**config.mk**
```make
export PLATFORM = sky130hd
export DESIGN_NAME = bcd_to_bin_seq
export DESIGN_NICKNAME = d
export VERILOG_FILES = /design/src/rtl/bcd_pkg.sv /design/src/rtl/bcd_digit_adj.sv /design/src/rtl/bcd_to_bin_seq.sv
export SDC_FILE = /design/constraint.sdc
export NUM_CORES = 1
export LEC_CHECK = 0
export BUFFER_PORTS_ARGS = -buffer_cell sky130_fd_sc_hd__buf_4
export CAP_MARGIN = 20
export CORE_MARGIN = 3
export CORE_UTILIZATION = 52
export DETAILED_ROUTE_END_ITERATION = 10
export PLACE_DENSITY = 0.76
export SLEW_MARGIN = 10
export SYNTH_ARGS = -nofsm -noshare
export SYNTH_HDL_FRONTEND = slang
export SYNTH_HIERARCHICAL = 1
export SYNTH_SLANG_ARGS = --single-unit
```
**constraint.sdc**
```tcl
create_clock -name clk -period 1.45 [get_ports clk]
set_input_delay 0.29 -clock clk [delete_from_list [all_inputs] [get_ports clk]]
set_output_delay 0.29 -clock clk [all_outputs]
set_load 0.05 [all_outputs]
```
**src/rtl/bcd_pkg.sv**
```systemverilog
// Shared constants and state encoding for the BCD conversion blocks.
// The reverse converter uses the >=8 / -3 adjust. The forward
// binary-to-BCD stage uses the >=5 / +3 adjust.
package bcd_pkg;

    localparam int BCD_DIGIT_W = 4;

    localparam logic [BCD_DIGIT_W-1:0] BCD_ADJ_THRESH = 4'd8;
    localparam logic [BCD_DIGIT_W-1:0] BCD_ADJ_SUB    = 4'd3;
    localparam logic [BCD_DIGIT_W-1:0] BCD_MAX_DIGIT  = 4'd9;

    localparam logic [BCD_DIGIT_W-1:0] BCD_FWD_THRESH = 4'd5;
    localparam logic [BCD_DIGIT_W-1:0] BCD_FWD_ADD    = 4'd3;

    typedef enum logic [1:0] {
        IDLE  = 2'd0,
        SHIFT = 2'd1,
        DONE  = 2'd2
    } bcd_state_t;

    function automatic longint unsigned pow10(input int unsigned n);
        longint unsigned p;
        p = 1;
        for (int unsigned i = 0; i < n; i++) p = p * 10;
        return p;
    endfunction

endpackage

```
**src/rtl/bcd_digit_adj.sv**
```systemverilog
// One BCD digit correction step for reverse double dabble.
// It subtracts 3 from a digit that is 8 or more, in 4 bits with no carry out.
//   digit_in  : digit after the right shift
//   digit_out : corrected digit
module bcd_digit_adj
    import bcd_pkg::*;
(
    input  logic [BCD_DIGIT_W-1:0] digit_in,
    output logic [BCD_DIGIT_W-1:0] digit_out
);

    always_comb begin
        digit_out = digit_in;
        if (digit_in >= BCD_ADJ_THRESH) digit_out = digit_in - BCD_ADJ_SUB;
    end

endmodule

```
**src/rtl/bcd_to_bin_seq.sv**
```systemverilog
// Sequential BCD-to-binary converter (reverse double dabble, one bit per clock).
//   clk, rst : clock and asynchronous active-high reset
//   start    : request a conversion, sampled while ready=1
//   bcd_in   : packed BCD digits, [3:0] holds the units
//   ready    : idle and able to accept start
//   valid    : one-cycle pulse when bin_out/err are final
//   bin_out  : converted value, loaded when the result becomes final
//   err      : the accepted input had a digit above 9
//
// state | meaning
// IDLE  | waiting for start, ready=1
// SHIFT | one shift/adjust iteration per clock, BIN_W iterations in total
// DONE  | result presented, valid=1 for one cycle
module bcd_to_bin_seq
    import bcd_pkg::*;
#(
    parameter int DIGITS = 3,
    parameter int BIN_W  = 10
) (
    input  logic                  clk,
    input  logic                  rst,
    input  logic                  start,
    input  logic [4*DIGITS-1:0]   bcd_in,
    output logic                  ready,
    output logic                  valid,
    output logic [BIN_W-1:0]      bin_out,
    output logic                  err
);

    localparam int BCD_W  = BCD_DIGIT_W * DIGITS;
    localparam int WORK_W = BCD_W + BIN_W;
    localparam int CNT_W  = $clog2(BIN_W + 1);

    generate
        if ((64'd1 << BIN_W) < pow10(DIGITS)) begin : g_width_check
            $error("bcd_to_bin_seq: BIN_W too small for DIGITS");
        end
    endgenerate

    bcd_state_t          state, state_nxt;
    logic [WORK_W-1:0]   work;
    logic [WORK_W-1:0]   shifted;
    logic [WORK_W-1:0]   work_adj;
    logic [BCD_W-1:0]    bcd_adj;
    logic [CNT_W-1:0]    cnt;
    logic                last;
    logic                bad_digit;

    assign shifted  = work >> 1;
    assign work_adj = {bcd_adj, shifted[BIN_W-1:0]};
    assign last     = (cnt == CNT_W'(BIN_W - 1));

    for (genvar i = 0; i < DIGITS; i++) begin : g_adj
        bcd_digit_adj u_adj (
            .digit_in  (shifted[BIN_W + BCD_DIGIT_W*i +: BCD_DIGIT_W]),
            .digit_out (bcd_adj[BCD_DIGIT_W*i +: BCD_DIGIT_W])
        );
    end

    always_comb begin
        bad_digit = 1'b0;
        for (int i = 0; i < DIGITS; i++) begin
            if (bcd_in[BCD_DIGIT_W*i +: BCD_DIGIT_W] > BCD_MAX_DIGIT) bad_digit = 1'b1;
        end
    end

    always_ff @(posedge clk or posedge rst) begin
        if (rst) state <= IDLE;
        else     state <= state_nxt;
    end

    always_comb begin
        state_nxt = state;
        ready     = 1'b0;
        valid     = 1'b0;
        case (state)
            IDLE: begin
                ready = 1'b1;
                if (start) state_nxt = bad_digit ? DONE : SHIFT;
            end
            SHIFT: begin
                if (last) state_nxt = DONE;
            end
            DONE: begin
                valid     = 1'b1;
                state_nxt = IDLE;
            end
            default: state_nxt = IDLE;
        endcase
    end

    always_ff @(posedge clk or posedge rst) begin
        if (rst) begin
            work    <= '0;
            cnt     <= '0;
            bin_out <= '0;
            err     <= 1'b0;
        end else begin
            case (state)
                IDLE: begin
                    if (start) begin
                        work <= {bcd_in, {BIN_W{1'b0}}};
                        cnt  <= '0;
                        err  <= bad_digit;
                        // An illegal entry skips SHIFT, so its result is loaded here.
                        if (bad_digit) bin_out <= '0;
                    end
                end
                SHIFT: begin
                    work <= work_adj;
                    cnt  <= cnt + CNT_W'(1);
                    if (last) bin_out <= work_adj[BIN_W-1:0];
                end
                default: ;
            endcase
        end
    end

endmodule

```
# Word-level counts from Yosys, hierarchy flattened
# Index checks and enable logic that the tools add are counted.
# op_classes
n_addsub	4
magnitude_cmp	6
eq_ne	6
n_mux	20
reduce_logical	6
# op_table
operator	count
22-bit one-hot mux with 2 select lines	1
10-bit two-way mux	3
22-bit two-way mux	1
10-bit one-hot mux with 2 select lines	1
4-bit two-way mux	4
4-bit greater-than comparator, second input constant	3
4-bit >= comparator, second input constant	2
4-bit one-hot mux with 2 select lines	1
4-bit by 2-bit subtractor with 4-bit output, second input constant	2
2-bit two-way mux	3
2-bit != test, second input constant	3
2-bit AND reduction	3
1-bit two-way mux	5
4-bit by 1-bit adder with 4-bit output, second input constant	1
4-bit equality test, second input constant	1
3-bit by 4-bit >= comparator with 1-bit output, second input constant	1
2-bit one-hot mux with 2 select lines	1
4-bit AND reduction	1
3-bit by 2-bit subtractor with 4-bit output, second input constant	1
2-bit by 1-bit equality test with 1-bit output, second input constant	1
2-bit equality test, second input constant	1
2-bit zero test	1
2-bit nonzero test	1
# word_totals
regBits	39
word_cells	47

# Longest topological paths before layout
# Gate-level depths: netlist of the first run.
# depth
ltp_word	7
depth_mapped	6
depth_no_buf	6

# Modules after synthesis
# The synthesis of the first run kept the hierarchy.
# modules_own_cells
mod	instances	cells_per_inst	area_each_um2
bcd_to_bin_seq	1	204	1945.6
bcd_digit_adj	3	11	76.3

# Worst setup path after synthesis of the first run
# No wires, ideal clock.
# synth_path
kind	reg2out
start	register state[0]
end	output valid
arrival_ps	1375
required_time_ps	1160
setup_slack_ps	-215
path_stages_with_launch	4
cell_sequence	dfrtp_1 buf_6 buf_2 nor2b_1
# synth_via
elab_chain_cells	2
# synth_rtl
item	line_no	rtl
from (decl)	bcd_to_bin_seq.sv:40	bcd_state_t state, state_nxt;
from (signal assigned)	bcd_to_bin_seq.sv:69	else state <= state_nxt;
2-bit equality test	bcd_to_bin_seq.sv:76	case (state)
1-bit two-way mux	bcd_to_bin_seq.sv:76	
to (decl)	bcd_to_bin_seq.sv:25	output logic valid,
# Every way passes these cells.

# Final worst setup path of the first run
# layout_path
start	register state[1]
end	output ready
# layout_via
elab_chain_cells	2
# layout_rtl
item	line_no	rtl
2-bit zero test	bcd_to_bin_seq.sv:76	
1-bit two-way mux	bcd_to_bin_seq.sv:76	
to (decl)	bcd_to_bin_seq.sv:24	output logic ready,
# Every way passes these cells.

==> metrics.md, run 1 <==
| Metric | Value |
|---|---|
| DRC | `0` |
| Number of I/O port buffers | `27` |
| Setup total negative slack | `0 ns` |
| Final Skew | `0.00850 ns` |
| Worst-path clk slew | `0.08 ns` |
| Longest Clk Path Bufs | `2` |
| Peak VDD IR | `1010 uV` |
| Buf/Inv on CP | `2` |
| Hold_ws | `0.0474 ns` |
| Total CTS buffers | `5` |
| Worst Path Max Fanout | `7` |
| P_sw | `1.91 mW` |
| Number of global-route vias before repair | `1660` |
| Dpl cell area | `2510 um^2` |
| ANT cells | `0` |
| Initial antenna violation count | `0` |
| Initial DRC count | `149` |
| Mapped cell area | `2170 um^2` |
| Critical path, cell by cell | `buf_6 -> nor2_2 -> buf_6` |
| Maxcap violations | `0` |
| CTS Sinks | `38` |
| CP Data Arrival Time | `1.12 ns` |
| Fin cells | `328` |
| Clock latency on the worst-skew pair | `0.29 ns` |
| Critical Path Source Type | `register` |
| Grt total ovfl | `0` |
| Worst hold path type | `in -> async` |
| Final #Nets | `302` |
| Row count | `22` |
| Switch share | `41.6%` |
| CP max stage delay | `0.40 ns` |
| DRT Wirelength | `4920 um` |
| Vias | `1788` |
| Clock share of power | `16.4%` |
| Syn Area/Cell | `9.18 um^2` |
| Dpl cells | `317` |
| Worst path required time | `1.16 ns` |
| Final instance area | `2660 um^2` |
| Fill cells | `312` |
| All-Layer GR Usage | `20.4%` |
| Sequential share of power | `36.2%` |
| Fin util | `69.0%` |
| CP max-delay cell | `dfrtp_1` |
| Fin. max-slew vios | `0` |
| Pwr dens | `1730 nW/um^2` |
| Pleak | `1.29 nW` |
| Largest net degree at the start of global routing | `39` |
| Final Hold Viols | `0` |
| Die W | `70.7 um` |
| Die Area | `4990 um^2` |
| Routed Antenna Nets | `0` |
| Fin crit period | `1.41 ns` |
| Async set-or-reset flop fraction in the synthesized netlist | `100%` |
| Syn Inst Count | `237` |
| FF/Latch Area | `951 um^2` |
| First-pass GRT wire length | `8160 um` |
| RSZ-0062 raised after global routing | `true` |
| Placeable Area | `3850 um^2` |
| Ys Warns | `6` |
| DR vias/cell | `5.45` |
| Seq cells post-synth | `38` |
| Placer's final routability congestion estimate | `0.784` |
| Layout cell share with drive strength beyond 1 | `25.4%` |
| Number of synthesized flops with an enable pin | `0` |
| Internal power | `2.69 mW` |
| Area Growth Syn to Fin | `22.3%` |
| Top FF cell, synth | `dfrtp_1` |
| Crit path capture type | `output port` |
| Period utilization | `97.1%` |
| Die H | `70.7 um` |
| CP dominant cell by count | `buf_6` |
| Drt pass-1 iters | `4` |
| Boundary pin count | `28` |
| CTS tree | `yes` |
| Clock Tree Root | `clkbuf_8` |
| FMAX | `710 MHz` |
| DP HPWL | `3260 um` |
| Initial core utilization | `56.4%` |
| Cell family with most CP delay | `flip-flops` |
| H-tree levels | `2` |
| Final setup viols | `0` |
| Crit Path Class | `reg -> out` |
| Cell variety after synth | `37` |
| WL/cell | `15.0 um` |
| Combinational share of power | `47.4%` |
| Multi-input logic area | `1070 um^2` |
| Sequential-to-total area share from yosys stat | `43.7%` |
| Status | `finished clean` |
## layout by cell type (no fill, tap or decap), drive strengths merged
cell     n
a22oi    4
and2b    4
nand2b   4
a31oi    3
nand2   36
ha       8
a21oi    3
o22ai    6
nand3   21
clkbuf   8
dfrtp   38
xor2     4
nor2b   11
nand4   10
or3b     1
o21a     1
nand3b   1
o21bai   1
clkinv   1
a21o     1
and3b    2
o211ai  10
inv     18
a22o     1
nand4b   1
conb     5
mux2     2
buf     47
xnor2    3
nor2    11
nor3b    1
nor3     5
o21ai    8
## Yosys cell counts, types with 2 or more instances
cell      count  area share [%]
dfrtp_1      38              44
nand2_1      36             6.2
inv_1        18             3.1
nand3_1      12             2.8
nor2_1       11             1.9
nor2b_1      11             3.2
nand4_1      10             2.9
o211ai_1     10             3.5
nand3_2       9             4.1
ha_1          8             4.6
o21ai_0       8             1.8
buf_2         7             1.6
clkbuf_1      5            0.86
nor3_1        5             1.2
o22ai_1       5             1.4
a22oi_1       4             1.4
and2b_1       4             1.4
nand2b_1      4             1.2
xor2_1        4             1.6
a21oi_1       3            0.69
a31oi_1       3            0.86
buf_6         3             1.6
xnor2_1       3             1.2
and3b_1       2            0.81
mux2_2        2             1.0
## registers in the layout, summed over array words and instances (netlist names)
| name | flops |
|---|---|
| cnt | 4 |
| work | 21 |
| state | 2 |
| err | 1 |
| bin_out | 10 |
## final timing paths
| path | from | endpoint | slack [ns] | depth (start not counted) |
|---|---|---|---|---|
| max | state[1] | ready | 0.04 | 3 |
| min | rst | work[17] | 0.05 | 3 |
| max reg2reg | state[1] | work[20] | 0.05 | 4 |
| min reg2reg | work[1] | work[1] | 0.52 | 2 |
| max in group asynchronous | rst | work[3] | 1.21 | 3 |
| min in group clk | bcd_in[3] | work[13] | 0.22 | 3 |
## cell type report
cell class                 count  share of cell area [%]
clock buffer                   7                    3.25
clock inverter                 1                   0.188
inverter                      18                    2.54
multi-input combinational    168                    40.2
sequential                    38                    35.8
tap                           48                    2.26
timing repair buffer          48                    15.8
## routing by layer
metal  global-route usage [%]  up-vias  wire, um
li1                         -      884         -
met1                     30.0      854      2310
met2                     30.2       46      2330
met3                     5.40        4       221
met4                     4.59        0        50
met5                        0        -         0
## power by group through the flow
stage | Combinational (mW) | Clock [mW] | Sequential [mW]
after global routing | 2.42 | 0.819 | 1.70
after CTS | 2.06 | 0.770 | 1.66
after floorplan | 1.44 | 0 | 1.70
after detailed placement | 2.03 | 0 | 1.67
final | 2.18 | 0.756 | 1.66
after global placement | 1.98 | 0 | 1.66
## repair_timing
| item | CTS | global route |
|---|---|---|
| setup endpoints to repair | 1 | 21 |
| cloned | 0 | 1 |
| setup buffers | 0 | 2 |
| gates resized for setup | 2 | 7 |
| hold buffers | 0 | 0 |
## cells by family (layout without fill, tap and decap cells)
group,Yosys count,in the layout,share of synthesized area (%)
compound gates,38,38,11.7
xor+xnor,7,7,2.82
fa+ha+maj,8,8,4.60
buf+inv,35,74,8.40
flops,38,38,43.7
mux,2,2,1.04
other cells,1,5,0.172
simple gates,108,108,27.6
## metrics by stage
| step | power, mW | setup slack (ns) |
|---|---|---|
| 3_3_place_gp | 3.64 | 0.114 |
| 5_1_grt | 4.94 | -0.0197 |
| 4_1_cts | 4.49 | 0.00469 |
| 2_1_floorplan | 3.14 | 0.0348 |
| 3_5_place_dp | 3.70 | 0.0931 |
| 6_report | 4.60 | 0.0415 |
## tightest hold or removal path, stage by stage
cell and delay, ns:
buf_4 0.11, inv_1 0.08, buf_12 0.22
Power figures use the tool's default switching activity.
==> run 2, diff against run 1 <==
Settings changed: CORE_UTILIZATION 52 to 57, PLACE_DENSITY 0.76 to 0.79.
Clock period 1.45 ns to 1.58 ns, I/O delays scaled along.
==> run 2 against run 1 <==
Sequential power fell by 6%. Power fell by 14%. Critical path depth did not move. Final cell count fell by 2.7%. Non-clock buffer count fell by 7. Clock skew barely moved. Core utilization rose by 3.8 points. Combinational power fell by 22%. Critical path type unchanged. Largest power group unchanged. Highest routed layer unchanged.
==> metrics.md, run 2 (same netlist as run 1, synthesis figures left out) <==
| Metric | Value |
|---|---|
| Layout cell share with drive strength beyond 1 | `24.5% (-0.82 points)` |
| Boundary pin count | `28 (unchanged)` |
| Fin. max-slew vios | `0 (unchanged)` |
| Vias | `1725 (-3.5%)` |
| CTS Sinks | `38 (unchanged)` |
| RSZ-0062 raised after global routing | `false` |
| FMAX | `645 MHz` |
| DRC | `0 (unchanged)` |
| Placer's final routability congestion estimate | `0.806 (+2.8%)` |
| Number of global-route vias before repair | `1656 (-0.24%)` |
| Grt total ovfl | `0 (unchanged)` |
| Number of I/O port buffers | `27 (unchanged)` |
| Most common cell after layout, fill and taps aside | `buf_4` |
| Maxcap violations | `0 (unchanged)` |
| Fin util | `72.8% (+3.8 points)` |
| Die H | `67.8 um (-4.1%)` |
| All-Layer GR Usage | `22.4% (+2.0 points)` |
| Hold Buf Count CTS | `0 (unchanged)` |
| Biggest register | `work` |
| Combinational share of power | `42.9% (-4.5 points)` |
| P_sw | `1.67 mW (-12%)` |
| Internal power | `2.29 mW (-15%)` |
| Final Skew | `0.00810 ns (-0.000399 ns)` |
| Crit path capture type | `output port` |
| Worst path required time | `1.26 ns (+0.10 ns)` |
| Max reg flops | `21 (unchanged)` |
| CP Data Arrival Time | `1.24 ns (+0.12 ns)` |
| Worst Path Max Fanout | `7 (unchanged)` |
| Clock share of power | `17.7% (+1.3 points)` |
| Sequential share of power | `39.5% (+3.3 points)` |
| Post-CTS setup buffer count | `0 (unchanged)` |
| Total CTS buffers | `5 (unchanged)` |
| Reg2reg end | `bin_out[9]` |
| Final setup viols | `0 (unchanged)` |
| Final Hold Viols | `0 (unchanged)` |
| Status | `finished clean` |
| Largest net degree at the start of global routing | `39 (unchanged)` |
| Area Growth Syn to Fin | `17.0%` |
| Die Area | `4590 um^2 (-8.0%)` |
| Worst hold path type | `in -> async` |
| Period utilization | `98.2%` |
| CTS tree | `yes` |
| Fin crit period | `1.55 ns` |
| WL/cell | `14.2 um (-5.4%)` |
| Pwr dens | `1560 nW/um^2 (-10%)` |
| Clock Tree Root | `clkbuf_8` |
| Switch share | `42.2% (+0.69 points)` |
| Row count | `21 (-4.5%)` |
| Longest Clk Path Bufs | `2 (unchanged)` |
| Setup total negative slack | `0 ns (unchanged)` |
| Flop2flop setup slack | `0.12 ns (+0.07 ns)` |
| First-pass GRT wire length | `7660 um (-6.2%)` |
| Post-cts resize count | `0 (-2)` |
| Die W | `67.8 um (-4.1%)` |
| H-tree levels | `2 (unchanged)` |
| DP HPWL | `3160 um (-3.0%)` |
| Critical Path Source Type | `register` |
| Initial core utilization | `62.2% (+5.8 points)` |
| Top Registers | `work: 21 flops, bin_out: 10 flops, cnt: 4 flops` |
| Clock latency on the worst-skew pair | `0.29 ns (about the same)` |
| Commonest cells after routing, fill and taps aside | `buf_4, nand2_1, dfrtp_1` |
| Routed Antenna Nets | `0 (unchanged)` |
| DRT Wirelength | `4520 um (-8.0%)` |
| Initial DRC count | `163 (+9.4%)` |
| Worst reg2reg path startpoint | `cnt[1]` |
| Drt pass-1 iters | `4 (unchanged)` |
| Initial antenna violation count | `0 (unchanged)` |
| Peak VDD IR | `947 uV (-6.6%)` |
| Placeable Area | `3490 um^2 (-9.3%)` |
| ANT cells | `0 (unchanged)` |
| Crit Path Class | `reg -> out` |
| Worst-case reg-to-reg path depth | `5 (+1)` |
| Worst-path clk slew | `0.07 ns (about the same)` |
| Pleak | `1.23 nW (-4.8%)` |
| DR vias/cell | `5.41 (-0.80%)` |
| Final #Nets | `295 (-2.3%)` |
run 2: metrics by stage:
| step | power (mW) | instance area, um^2 | hold slack, ns | setup slack, ns | instances |
|---|---|---|---|---|---|
| detailed placement | 3.27 | 2450 | 0.464 | 0.139 | 311 |
| CTS | 3.97 | 2540 | 0.146 | 0.000637 | 319 |
| finish | 3.96 | 2540 | 0.128 | 0.0285 | 319 |
| floorplan | 2.88 | 2190 | 0.444 | 0.139 | 241 |
| global route | 4.27 | 2540 | 0.157 | 0.00397 | 319 |
| global placement | 3.23 | 2450 | 0.462 | 0.146 | 311 |
run 2: power by group through the flow:
stage          sequential [mW]  clock, mW  combinational, mW
6_report                  1.56      0.700               1.70
5_1_grt                   1.62      0.739               1.92
4_1_cts                   1.55      0.707               1.71
3_5_place_dp              1.57          0               1.70
3_3_place_gp              1.56          0               1.67
2_1_floorplan             1.56          0               1.32
run 2: area by class of cell:
cell class / count / area, um^2
clock buffers: 6 / 82.6
clock inverters: 2 / 12.5
fillers: 276 / 950
inverters: 18 / 67.6
multi-input cells: 168 / 1060
flip-flops and latches: 38 / 953
well taps: 46 / 57.6
repair buffers: 41 / 308
run 2: worst max-delay path by stage:
stage | depth (start not counted) | startpoint | endpoint | slack [ns]
final | 3 | state[1] | valid | 0.03
after global routing | 4 | cnt[0] | bin_out[9] | 0.004
after CTS | 3 | state[1] | valid | 0.0006
after detailed placement | 4 | cnt[0] | bin_out[3] | 0.14
after global placement | 4 | bcd_in[2] | err | 0.15
after floorplan | 3 | state[0] | valid | 0.14
run 2: per-layer routing:
layer	vias to the layer above	routed length, um	global-route usage, %
met5	-	0	0
met4	0	46	7.59
met3	7	240	4.33
met2	46	2080	33.9
met1	807	2160	31.9
li1	865	-	-
run 2: critical path, cell delays in order, from the launching register on:
cell	delay, ns
dfrtp_2	0.46
buf_4	0.17
nor2b_2	0.14
buf_4	0.18
